--- config.mk ---
export PLATFORM = sky130hd
export DESIGN_NAME = alu_dispatch
export DESIGN_NICKNAME = d
export VERILOG_FILES = /design/src/rtl/alu_dispatch_pkg.sv /design/src/rtl/alu_dispatch_tag_fifo2.sv /design/src/rtl/alu_dispatch.sv
export SDC_FILE = /design/constraint.sdc
export NUM_CORES = 1
export LEC_CHECK = 0
export ABC_AREA = 1
export CORE_UTILIZATION = 30
export CTS_BUF_LIST = sky130_fd_sc_hd__clkbuf_8
export CTS_CLUSTER_SIZE = 40
export DETAILED_ROUTE_END_ITERATION = 10
export HOLD_SLACK_MARGIN = 0.08
export PLACE_DENSITY = 0.51
export SETUP_SLACK_MARGIN = 0.02
export SYNTH_ARGS = -nofsm -noshare
export SYNTH_HDL_FRONTEND = slang
export SYNTH_SLANG_ARGS = --single-unit
--- constraint.sdc ---
create_clock -name clk -period 2.3 [get_ports clk]
set_input_delay 0.46 -clock clk [delete_from_list [all_inputs] [get_ports clk]]
set_output_delay 0.46 -clock clk [all_outputs]
set_load 0.05 [all_outputs]
--- src/rtl/alu_dispatch_pkg.sv ---
// Shared op codes, alu function codes and instruction field positions for the alu issue stage.
package alu_dispatch_pkg;

    localparam int OP_MSB = 15;
    localparam int RD_LSB = 10;
    localparam int RS_LSB = 7;
    localparam int RT_LSB = 4;
    localparam int IMM_W  = 7;

    typedef enum logic [2:0] {
        FN_ADD = 3'd0,
        FN_SUB = 3'd1,
        FN_AND = 3'd2,
        FN_OR  = 3'd3
    } alu_func_e;

    localparam logic [2:0] OP_ADD  = 3'd0;
    localparam logic [2:0] OP_SUB  = 3'd1;
    localparam logic [2:0] OP_AND  = 3'd2;
    localparam logic [2:0] OP_OR   = 3'd3;
    localparam logic [2:0] OP_ADDI = 3'd4;
    localparam logic [2:0] OP_ANDI = 3'd5;

    // Immediate forms reuse the arithmetic/logic function of their register form.
    function automatic logic [2:0] op_to_func(input logic [2:0] op);
        case (op)
            OP_SUB:          op_to_func = FN_SUB;
            OP_AND, OP_ANDI: op_to_func = FN_AND;
            OP_OR:           op_to_func = FN_OR;
            default:         op_to_func = FN_ADD;
        endcase
    endfunction

endpackage

--- src/rtl/alu_dispatch_tag_fifo2.sv ---
// Two-entry FIFO of destination tags; slot 0 is always the head, and both
// slots expose a match against two compare tags for hazard detection.
module alu_dispatch_tag_fifo2 (
    input  logic       clk,
    input  logic       rst_n,
    input  logic       push,
    input  logic       pop,
    input  logic [2:0] din,
    input  logic [2:0] cmp_a,
    input  logic [2:0] cmp_b,
    output logic [2:0] head,
    output logic       full,
    output logic       empty,
    output logic [1:0] match_a,
    output logic [1:0] match_b
);

    logic [2:0] slot_q [2];
    logic [2:0] slot_d [2];
    logic [1:0] cnt_q, cnt_d;
    logic       do_pop;
    logic       do_push;

    always_comb begin
        slot_d  = slot_q;
        cnt_d   = cnt_q;
        do_pop  = pop && (cnt_q != 2'd0);
        do_push = push && (do_pop || (cnt_q != 2'd2));
        case ({do_push, do_pop})
            2'b10: begin
                if (cnt_q == 2'd0) slot_d[0] = din;
                else               slot_d[1] = din;
                cnt_d = cnt_q + 2'd1;
            end
            2'b01: begin
                slot_d[0] = slot_q[1];
                cnt_d     = cnt_q - 2'd1;
            end
            2'b11: begin
                if (cnt_q == 2'd1) begin
                    slot_d[0] = din;
                end else begin
                    slot_d[0] = slot_q[1];
                    slot_d[1] = din;
                end
            end
            default: ;
        endcase
    end

    always_ff @(posedge clk or negedge rst_n) begin
        if (!rst_n) begin
            slot_q[0] <= 3'd0;
            slot_q[1] <= 3'd0;
            cnt_q     <= 2'd0;
        end else begin
            slot_q <= slot_d;
            cnt_q  <= cnt_d;
        end
    end

    assign head       = slot_q[0];
    assign full       = (cnt_q == 2'd2);
    assign empty      = (cnt_q == 2'd0);
    assign match_a[0] = (cnt_q != 2'd0) && (slot_q[0] == cmp_a);
    assign match_a[1] = (cnt_q == 2'd2) && (slot_q[1] == cmp_a);
    assign match_b[0] = (cnt_q != 2'd0) && (slot_q[0] == cmp_b);
    assign match_b[1] = (cnt_q == 2'd2) && (slot_q[1] == cmp_b);

endmodule

--- src/rtl/alu_dispatch.sv ---
// Issue stage for the alu: decodes instructions, reads the 8-entry register file,
// drives one-cycle issue strobes and writes returning results back in order.
module alu_dispatch
    import alu_dispatch_pkg::*;
#(
    parameter int DWIDTH = 16
) (
    input  logic              clk,
    input  logic              rst_n,
    input  logic              instr_valid,
    input  logic [15:0]       instr,
    output logic              instr_ready,
    output logic [2:0]        alu_func,
    output logic [DWIDTH-1:0] alu_a,
    output logic [DWIDTH-1:0] alu_b,
    output logic              en_in,
    input  logic [DWIDTH-1:0] alu_out,
    input  logic              en_out,
    input  logic [2:0]        dbg_addr,
    output logic [DWIDTH-1:0] dbg_data,
    output logic              busy,
    output logic              wb_err
);

    logic [DWIDTH-1:0] regs_q [8];
    logic [DWIDTH-1:0] regs_d [8];
    logic [2:0]        alu_func_q, alu_func_d;
    logic [DWIDTH-1:0] alu_a_q, alu_a_d;
    logic [DWIDTH-1:0] alu_b_q, alu_b_d;
    logic              en_in_q, en_in_d;
    logic              wb_err_q, wb_err_d;

    logic [2:0]        op, rd, rs, rt;
    logic [IMM_W-1:0]  imm;
    logic              is_rtype, is_valid_op;
    logic [DWIDTH-1:0] rd_a, rd_b;
    logic              accept, push, pop, hazard;
    logic [2:0]        head;
    logic              full, empty;
    logic [1:0]        match_rs, match_rt;

    assign op  = instr[OP_MSB -: 3];
    assign rd  = instr[RD_LSB +: 3];
    assign rs  = instr[RS_LSB +: 3];
    assign rt  = instr[RT_LSB +: 3];
    assign imm = instr[IMM_W-1:0];

    assign is_rtype    = op inside {OP_ADD, OP_SUB, OP_AND, OP_OR};
    assign is_valid_op = is_rtype || (op == OP_ADDI) || (op == OP_ANDI);

    assign rd_a = (rs == 3'd0) ? '0 : regs_q[rs];
    assign rd_b = (rt == 3'd0) ? '0 : regs_q[rt];

    // Matches use the queue contents before this edge's pop, so a source being
    // written back this cycle still stalls and is read after the write lands.
    assign hazard = ((rs != 3'd0) && (|match_rs))
                 || (is_rtype && (rt != 3'd0) && (|match_rt));

    assign pop         = en_out && !empty;
    assign instr_ready = !(full && !pop) && !(instr_valid && hazard);
    assign accept      = instr_valid && instr_ready;
    assign push        = accept && is_valid_op;

    alu_dispatch_tag_fifo2 u_tags (
        .clk     (clk),
        .rst_n   (rst_n),
        .push    (push),
        .pop     (pop),
        .din     (rd),
        .cmp_a   (rs),
        .cmp_b   (rt),
        .head    (head),
        .full    (full),
        .empty   (empty),
        .match_a (match_rs),
        .match_b (match_rt)
    );

    always_comb begin
        regs_d     = regs_q;
        alu_func_d = alu_func_q;
        alu_a_d    = alu_a_q;
        alu_b_d    = alu_b_q;
        en_in_d    = push;
        wb_err_d   = wb_err_q || (en_out && empty);
        if (pop && (head != 3'd0)) begin
            regs_d[head] = alu_out;
        end
        if (push) begin
            alu_func_d = op_to_func(op);
            alu_a_d    = rd_a;
            if (is_rtype)            alu_b_d = rd_b;
            else if (op == OP_ADDI)  alu_b_d = {{(DWIDTH-IMM_W){imm[IMM_W-1]}}, imm};
            else                     alu_b_d = {{(DWIDTH-IMM_W){1'b0}}, imm};
        end
    end

    always_ff @(posedge clk or negedge rst_n) begin
        if (!rst_n) begin
            for (int i = 0; i < 8; i++) regs_q[i] <= '0;
            alu_func_q <= 3'd0;
            alu_a_q    <= '0;
            alu_b_q    <= '0;
            en_in_q    <= 1'b0;
            wb_err_q   <= 1'b0;
        end else begin
            regs_q     <= regs_d;
            alu_func_q <= alu_func_d;
            alu_a_q    <= alu_a_d;
            alu_b_q    <= alu_b_d;
            en_in_q    <= en_in_d;
            wb_err_q   <= wb_err_d;
        end
    end

    assign alu_func = alu_func_q;
    assign alu_a    = alu_a_q;
    assign alu_b    = alu_b_q;
    assign en_in    = en_in_q;
    assign wb_err   = wb_err_q;
    assign busy     = !empty;
    assign dbg_data = (dbg_addr == 3'd0) ? '0 : regs_q[dbg_addr];

endmodule

==> results.sh <==
export IMPL_outcome="complete, but fails checks"
export IMPL_violations="negative setup slack"
export IMPL_cts_tree="yes"
export IMPL_grt_antenna_before_repair=0
export IMPL_die_y_um=183
export IMPL_synth_compound_area_share_pct=27.8
export IMPL_setup_violations=7
export IMPL_cts_root_buf="clkbuf_8"
export IMPL_hold_path_class="reg2reg"
export IMPL_drtIter0Drc=933
export IMPL_pwr_share_clk_pct=14.7
export IMPL_portBuffers=92
export IMPL_dp_cells=1868
export IMPL_cts_buffers=17
export IMPL_dp_hpwl_um=24800
export IMPL_fp_row_count=65
export IMPL_p_sw_share_pct=46.1
export IMPL_first_pass_iters=5
export IMPL_synth_xor_area_share_pct=0.178
export IMPL_cts_buffer_depth=2
export IMPL_layout_setup_ws_ns=-0.175
export IMPL_worst_path_max_fanout=3
export IMPL_syn_nets=1412
export IMPL_synthDistinctLibCells=33
export IMPL_synthCells=1367
export IMPL_wire_per_inst_um=20.6
export IMPL_leakage_uw=0.00584
export IMPL_timing_hold_ws_ns=0.394
export IMPL_power_switching_uw=6590
export IMPL_comb_power_share_pct=48.5
export IMPL_synth_seq_cells=172
export IMPL_drtAntennaViolNets=0
export IMPL_hold_viol=0
export IMPL_clkLatencyLatePin_ns=0.49
export IMPL_p_total_uw=14300
export IMPL_routed_wl_um=39500
export IMPL_synthToLayoutAreaGrowth_pct=31.5
export IMPL_drc_errors=0
export IMPL_post_route_period_util_pct=108
export IMPL_synthAdderAreaFrac_pct=0.764
export IMPL_maxCapViolCount=0
export IMPL_p_per_area_nw_per_um2=1100
export IMPL_final_cell_mix="nand2_1, o21ai_0, dfrtp_1"
export IMPL_cp_data_required_time_ns=1.84
export IMPL_cts_sinks=172
export IMPL_synth_top_family_by_area="compound AO/OA/AOI/OAI gates"
export IMPL_slew_headroom_pct=53.7
export IMPL_syn_area_per_cell_um2=7.18
export IMPL_fin_nets=1520
export IMPL_layout_drive_gt1_share_pct=15.0
export IMPL_totalNegativeSetupSlack_ns=-0.403
export IMPL_fmax_mhz=404
export IMPL_synthMuxAreaShare_pct=0
export IMPL_internal_power_uw=7690
export IMPL_rsz0062_at_grt="true"
export IMPL_final_common_cell="nand2_1"
export IMPL_grt_pass1_wl_um=59400
export IMPL_first_global_vias=9821
export IMPL_tightest_slew_ns=0.694
export IMPL_start_util_pct=30.8
export IMPL_dieArea_um2=33500
export IMPL_ir_worst_vdd_mv=0.606
export IMPL_ios=94
export IMPL_clkTransAtPathRegs_ns=0.10
export IMPL_pre_cts_ws_ns=-0.411
export IMPL_synth_simple_area_share_pct=17.4
export IMPL_arrival_ns=2.02
export IMPL_synth_seq_area_share_pct=43.8
export IMPL_num_vias=10200
export IMPL_die_x_um=183
export IMPL_fp_coreArea_um2=31900
export IMPL_grt_max_degree=66
export IMPL_worstSetupPathType="reg2out"
export IMPL_start_kind="flop"
export IMPL_routabilityCongestion=0.892
export IMPL_crit_path_end_kind="primary output"
export IMPL_fin_crit_ns=2.48
export IMPL_slew_viol_final=0
export IMPL_grtUsageTotal_pct=23.6
export IMPL_finalClockSkew_ns=0.0158
export IMPL_yosysWarnings=0
export IMPL_nFillCells=3319
export IMPL_fin_cells=1923
export IMPL_synth_area_um2=9820
export IMPL_vias_per_cell=5.29
export IMPL_cts_htree_levels=4
export IMPL_grt_overflow=0
export IMPL_diodes=0
export IMPL_pwr_share_seq_pct=36.8
==> timing repair <==
item / 4_1_cts / 5_1_grt
gates resized for setup: 16 / 47
cloned: 2 / 3
hold endpoints to repair: 45 / 0
pin swaps: 4 / 7
buffers inserted: 5 / 12
hold buffers: 1 / 0
setup endpoints to repair: 18 / 53
==> power groups by stage <==
stage,logic [uW],clock network [uW],registers [uW]
floorplan,3280,0,5980
global placement,6450,0,5280
detailed placement,6500,0,5280
CTS,6660,2140,5230
global route,7610,2260,5400
finish,6920,2100,5250
==> layout make-up <==
type	count	area [um^2]	area share (%)
sequential	172	4300	33.3
multi-input combinational	947	4950	38.3
tap	435	544	4.21
timing repair buffer	205	2250	17.4
clock inverter	14	110	0.852
inverter	132	507	3.92
clock buffer	18	248	1.92
==> logic make-up after synthesis <==
group | after synthesis
compound gates | 505
simple gates | 433
buf+inv | 248
flops | 172
fa+ha+maj | 6
xor+xnor | 2
other cells | 1
==> synthesized netlist by cell type, drive strengths merged <==
cell type	number	share of area [%]
o22ai	8	0.51
inv	130	5.0
nand4	5	0.32
ha	6	0.76
nor3	5	0.25
conb	1	0.038
xnor2	2	0.18
a21boi	1	0.11
a22o	2	0.18
o32ai	3	0.27
dfrtp	172	44
o2111ai	25	2.2
clkinv	2	0.076
a21oi	155	8.0
o21ai	272	14
nand2	333	13
nand3	51	2.6
clkbuf	91	3.5
o21bai	1	0.076
o31ai	1	0.076
nor2	39	1.5
buf	25	1.4
o211ai	7	0.54
a31oi	28	1.8
a22oi	1	0.076
o221ai	1	0.089
==> registers in the layout (all words and copies together) (netlist names) <==
signal / cells
wb_err: 1
regs_q: 128
u_tags.head: 3
en_in: 1
alu_b: 16
u_tags.slot_q: 3
alu_func: 2
alu_a: 16
u_tags.cnt_q: 2
==> path summary, 6_finish.rpt <==
path / end / cells after the start / start / slack [ns]
worst max-delay path: instr_ready / 12 / u_tags.cnt_q[1] / -0.18
worst min-delay path: regs_q[112] / 0 / regs_q[112] / 0.39
worst max register to register: u_tags.head[2] / 20 / u_tags.cnt_q[1] / -0.07
worst min register to register: regs_q[112] / 0 / regs_q[112] / 0.39
max in group asynchronous: regs_q[57] / 3 / rst_n / 1.06
min in group asynchronous: regs_q[33] / 2 / rst_n / 0.48
==> critical path: stages (launching register included) <==
cell and delay (ns):
dfrtp_1 0.42, inv_2 0.09, ha_4 0.15, clkinvlp_4 0.12, nand2_1 0.07, nor2_1 0.04
nand2_1 0.04, nand2_1 0.05, nand2_1 0.08, nand2_2 0.07, a21boi_4 0.15, buf_6 0.13
buf_12 0.12
==> per-stage QoR <==
step	util (%)	cell area (um^2)
6_report	40.5	12900
5_1_grt	40.5	12900
4_1_cts	39.6	12600
3_5_place_dp	38.0	12100
3_3_place_gp	38.0	12100
2_1_floorplan	-	10100
==> layer usage <==
metal	vias up	global-route usage [%]	wire, um	share of wire (%)
li1	4790	-	-	-
met1	4899	32.1	17600	45
met2	430	38.4	18300	46
met3	55	3.30	2700	6.8
met4	0	7.63	934	2.4
met5	-	0	0	0
Power figures use the tool's default switching activity.
